==> config.mk <==
export PLATFORM = sky130hd
export DESIGN_NAME = incdec_unit
export DESIGN_NICKNAME = d
export VERILOG_FILES = /design/src/rtl/incdec_unit.sv
export SDC_FILE = /design/constraint.sdc
export NUM_CORES = 1
export LEC_CHECK = 0
export ABC_CLOCK_PERIOD_IN_PS = 10750
export CAP_MARGIN = 15
export CORE_ASPECT_RATIO = 0.8
export CORE_MARGIN = 4
export CORE_UTILIZATION = 53
export DETAILED_ROUTE_END_ITERATION = 10
export GPL_ROUTABILITY_DRIVEN = 0
export PLACE_DENSITY = 0.88
export SETUP_SLACK_MARGIN = 0.4
export SKIP_CTS_REPAIR_TIMING = 1
export SYNTH_ARGS = -nofsm -noshare
export SYNTH_HDL_FRONTEND = slang
export SYNTH_SLANG_ARGS = --single-unit
==> constraint.sdc <==
create_clock -name clk -period 10.75 [get_ports clk]
set_input_delay 2.15 -clock clk [delete_from_list [all_inputs] [get_ports clk]]
set_output_delay 2.15 -clock clk [all_outputs]
set_load 0.01 [all_outputs]
==> src/rtl/incdec_unit.sv <==
// Handshaked add/subtract-by-step unit with optional unsigned/signed saturation,
// status flags and a sticky overflow bit; one registered output stage.
module incdec_unit #(
  parameter int WIDTH  = 16,
  parameter int SIGNED = 0
) (
  input  logic             clk,
  input  logic             rst,
  input  logic             in_valid,
  output logic             in_ready,
  input  logic [WIDTH-1:0] in_a,
  input  logic [WIDTH-1:0] in_step,
  input  logic             in_dec,
  input  logic             in_sat,
  output logic             out_valid,
  input  logic             out_ready,
  output logic [WIDTH-1:0] out_res,
  output logic             out_carry,
  output logic             out_ovf,
  output logic             out_zero,
  output logic             out_neg,
  output logic             out_satd,
  output logic             sticky_ovf,
  input  logic             clr_sticky
);

  localparam logic [WIDTH-1:0] SMAX = {1'b0, {(WIDTH-1){1'b1}}};
  localparam logic [WIDTH-1:0] SMIN = {1'b1, {(WIDTH-1){1'b0}}};

  logic             accept;
  logic [WIDTH:0]   uraw;
  logic [WIDTH+1:0] sraw;
  logic             carry, ovf, ev, satd;
  logic [WIDTH-1:0] res;

  logic             valid_q, valid_d;
  logic [WIDTH-1:0] res_q, res_d;
  logic             carry_q, carry_d;
  logic             ovf_q, ovf_d;
  logic             zero_q, zero_d;
  logic             neg_q, neg_d;
  logic             satd_q, satd_d;
  logic             sticky_q, sticky_d;

  always_comb begin
    in_ready = !valid_q || out_ready;
    accept   = in_valid && in_ready;

    // Unsigned view yields carry/borrow in bit WIDTH; the two-bit-wider signed
    // view holds the exact result of a (signed) +/- step (zero-extended).
    if (in_dec) begin
      uraw = {1'b0, in_a} - {1'b0, in_step};
      sraw = {{2{in_a[WIDTH-1]}}, in_a} - {2'b00, in_step};
    end else begin
      uraw = {1'b0, in_a} + {1'b0, in_step};
      sraw = {{2{in_a[WIDTH-1]}}, in_a} + {2'b00, in_step};
    end

    carry = uraw[WIDTH];
    ovf   = (sraw[WIDTH+1] != sraw[WIDTH]) || (sraw[WIDTH] != sraw[WIDTH-1]);
    ev    = (SIGNED != 0) ? ovf : carry;
    satd  = in_sat && ev;

    res = uraw[WIDTH-1:0];
    if (satd) begin
      if (SIGNED != 0) res = in_dec ? SMIN : SMAX;
      else             res = in_dec ? '0 : '1;
    end

    valid_d  = valid_q;
    res_d    = res_q;
    carry_d  = carry_q;
    ovf_d    = ovf_q;
    zero_d   = zero_q;
    neg_d    = neg_q;
    satd_d   = satd_q;
    sticky_d = sticky_q;

    if (accept) begin
      valid_d = 1'b1;
      res_d   = res;
      carry_d = carry;
      ovf_d   = ovf;
      zero_d  = (res == '0);
      neg_d   = res[WIDTH-1];
      satd_d  = satd;
    end else if (out_ready) begin
      valid_d = 1'b0;
    end

    // A new overflow event takes priority over a same-cycle clear.
    if (accept && ev)    sticky_d = 1'b1;
    else if (clr_sticky) sticky_d = 1'b0;
  end

  always_ff @(posedge clk) begin
    if (rst) begin
      valid_q  <= 1'b0;
      res_q    <= '0;
      carry_q  <= 1'b0;
      ovf_q    <= 1'b0;
      zero_q   <= 1'b0;
      neg_q    <= 1'b0;
      satd_q   <= 1'b0;
      sticky_q <= 1'b0;
    end else begin
      valid_q  <= valid_d;
      res_q    <= res_d;
      carry_q  <= carry_d;
      ovf_q    <= ovf_d;
      zero_q   <= zero_d;
      neg_q    <= neg_d;
      satd_q   <= satd_d;
      sticky_q <= sticky_d;
    end
  end

  assign out_valid  = valid_q;
  assign out_res    = res_q;
  assign out_carry  = carry_q;
  assign out_ovf    = ovf_q;
  assign out_zero   = zero_q;
  assign out_neg    = neg_q;
  assign out_satd   = satd_q;
  assign sticky_ovf = sticky_q;

endmodule

==> results by group <==
Die
  – Core area: 3950 µm²
  – Starting density of the core: 57.2%
  – Die height: 66.5 µm
  – IO Pins: 63
  – Placement Rows: 20
  – Die ar.: 5390 µm²
  – Die width: 81.1 µm

STA
  – Slew @ Worst Pin: 0.848 ns
  – Hold Slack: 0.457 ns
  – RSZ-0062 raised after global routing: no
  – Rel. slew slack: 43.3%
  – Share of the cycle needed by the critical path after routing: 59.8%
  – Final number of setup-violating endpoints: 0
  – Achievable Freq: 0.156 GHz
  – Slew Limit Fails: 0
  – Clock Skew: 0.00444 ns
  – Total negative slack: 0 ns
  – Min cycle time layout: 6.42 ns
  – Setup ws final: 4.33 ns
  – Hold Fails Final Rpt: 0

Logic synthesis
  – Mapped Cells: 300
  – Post-Synth Simple-Gate Area: 27.8%
  – Sequential element share of the synthesized area: 19.5%
  – Synthesized area: 2260 µm²
  – Largest family of logic cells by synthesized area: simple AND/OR/NAND/NOR gates
  – Yosys reg bits: 22
  – Post-synthesis mux area share: 0.498%
  – Post-synth ARST share: 0%
  – Compound-cell area share of the yosys netlist: 26.6%
  – Cell variety after synth: 57
  – Adder-cell share of the synthesized area: 10.8%
  – Post-Syn Nets: 358
  – Syn avg cell area: 7.54 µm²
  – Post-Synth XOR/XNOR Area: 10.4%
  – Ys flop type: dfxtp_1
  – Number of flops mapped to enable cells by yosys: 0
  – Synth warn: 0

Route
  – Wirelength per Cell: 14.5 µm
  – WL final: 5.93 mm
  – Detailed Routing Iterations Pass 1: 6
  – Initial DRC Count: 149
  – DRC violations left: 0
  – Final ANT Viol Nets: 0
  – Vias after detailed routing: 2,410
  – Via-to-Cell Ratio: 5.88

Power and ir drop
  – Pwr per Cell Area: 115 nW/µm²
  – Cell-internal power: 0.209 mW
  – Sw Share: 38.8%
  – Combinational share of power: 54.9%
  – P_sw: 0.133 mW
  – Maximum vdd drop: 0.0757 mV
  – Clock network power share: 17.3%
  – Seq pwr share: 27.9%
  – Leak: 1.14 nW

Placed design
  – Pre-CTS setup slack: 3.95 ns
  – Detailed Place HPWL: 4.69 mm
  – Inst Count DP: 405
  – Number of buffers added on ports: 62
  – Cell Area, Placed: 2900 µm²

GRT
  – First-pass GRT wire length: 9.95 mm
  – Initial antenna violation count: 0
  – Largest net degree at the start of global routing: 26
  – Vias in the first global route: 2,232
  – Total track usage: 23.0%
  – Total global routing overflow: 0

Clocking
  – Clk Latency, worst-skew pair: 0.26 ns
  – CTS sink cnt: 22
  – H-Tree Depth: 1
  – CTS buffer count: 3
  – CTS clock-pin slew for the worst setup and hold paths: 0.07 ns
  – Clk root buf: clkbuf_8
  – TritonCTS clock tree: done
  – Clk buf depth: 2

Cells and area
  – Post-route insts no fill: 410
  – Nets@finish: 414
  – Area Overhead vs Synth: 30.8%
  – Filler Cells Inserted: 324
  – Fraction of layout cells with a size suffix above 1: 4.79%
  – Final Cell Area: 2960 µm²
  – Antenna cells: 0

Critical path
  – Critical path arrival: 6.59 ns
  – Startpoint Class: primary input
  – R2r setup slk: 9.18 ns
  – Category of the critical setup timing path: primary input to flip-flop
  – Setup crit end kind: flip-flop
  – CP required: 10.92 ns
  – Worst-path maximum fanout: 15
  – Worst reg2reg startpoint: out_valid
  – CP Launch Point: in_step[6]

Worst hold path
  – Hold path start: out_res[0]
  – Worst hold path class: flip-flop to flip-flop

Status
  – Outcome: complete, no violations

Run
  – MaxCap Viol Count: 0
[through the flow]
| step | utilization (%) | total power, mW |
|---|---|---|
| 2_1_floorplan | - | 0.221 |
| 3_3_place_gp | 73.4 | 0.279 |
| 3_5_place_dp | 73.4 | 0.282 |
| 4_1_cts | 74.8 | 0.341 |
| 5_1_grt | 74.9 | 0.370 |
| 6_report | 74.9 | 0.342 |
[state kept, by name, summed over array words and instances, names as in the netlist]
signal      flops
sticky_ovf      1
out_ovf         1
out_satd        1
out_carry       1
out_valid       1
out_zero        1
out_res        16
[final cells by class]
| class | instances | area (µm²) | area share, % |
|---|---|---|---|
| Multi-Input combinational cell | 253 | 1720 | 58.2 |
| Timing Repair Buffer | 63 | 626 | 21.1 |
| Inverter | 13 | 48.8 | 1.65 |
| Sequential cell | 22 | 440 | 14.9 |
| Clock buffer | 4 | 55.1 | 1.86 |
| Tap cell | 55 | 68.8 | 2.32 |
[worst max-delay path, cell delays in order]
cell             delay, ns
clkdlybuf4s50_1       0.47
or4_4                 0.57
nor3_2                0.16
nor3b_4               0.26
a21oi_1               0.11
xnor2_1               0.17
ha_1                  0.34
a21o_1                0.21
a311oi_1              0.40
nor2b_1               0.22
o21ai_0               0.22
nand3_1               0.25
nand3_1               0.46
o41a_1                0.29
o41ai_2               0.31
[per-layer routing]
metal / part of all wire, % / global-route usage (%)
met1: 45 / 31.4
met2: 45 / 38.5
met3: 8.4 / 3.65
met4: 0.66 / 4.22
met5: 0 / 0
[logic make-up after synthesis]
family,Yosys count
buffers and inverters,25
adder cells (fa/ha/maj),19
XOR/XNOR,27
AO/OA/AOI/OAI,85
flip-flops,22
multiplexers,1
AND/OR/NAND/NOR,121
[cell usage after synthesis (all sizes together) (2+ instances only)]
library cell / instances / area share (%)
a211o: 5 / 1.9
a211oi: 13 / 4.3
a21o: 4 / 1.3
a21oi: 24 / 5.5
a311oi: 4 / 1.5
a31oi: 3 / 1.1
and3: 3 / 0.83
buf: 5 / 1.1
clkbuf: 7 / 1.2
dfxtp: 22 / 19
ha: 18 / 10
inv: 13 / 2.2
nand2: 16 / 2.7
nand2b: 10 / 2.8
nand3: 7 / 1.5
nand3b: 3 / 0.99
nor2: 43 / 7.1
nor3: 26 / 6.5
nor3b: 2 / 1.2
nor4: 3 / 1.5
o211ai: 5 / 1.9
o21a: 3 / 0.99
o21ai: 10 / 2.2
o221ai: 2 / 0.77
o41a: 2 / 0.99
o41ai: 2 / 1.1
or4: 2 / 0.83
xnor2: 26 / 10
[cell usage in the layout, fill, tap and decap left out, types with 10 or more instances in the layout]
master           count
a211oi_1            13
dfxtp_1             22
nand2_1             16
clkdlybuf4s50_1     62
inv_1               13
nor3_1              24
nor2_1              43
a21oi_1             23
ha_1                18
nand2b_1            10
xnor2_1             26
[path summary, 6_finish.rpt]
| kind | to | depth (start not counted) |
|---|---|---|
| hold / removal | out_res[0] | 2 |
| hold reg to reg | out_res[0] | 2 |
| setup reg to reg | out_ovf | 5 |
| setup / recovery | out_zero | 15 |
[power groups by stage]
stage	Clock (mW)	Combinational (mW)	Sequential [mW]
6_report	0.0591	0.188	0.0953
5_1_grt	0.0659	0.207	0.0966
4_1_cts	0.0595	0.186	0.0953
2_1_floorplan	0	0.120	0.101
3_3_place_gp	0	0.182	0.0968
3_5_place_dp	0	0.184	0.0972
Note: power is estimated with default switching activity, not from simulation.
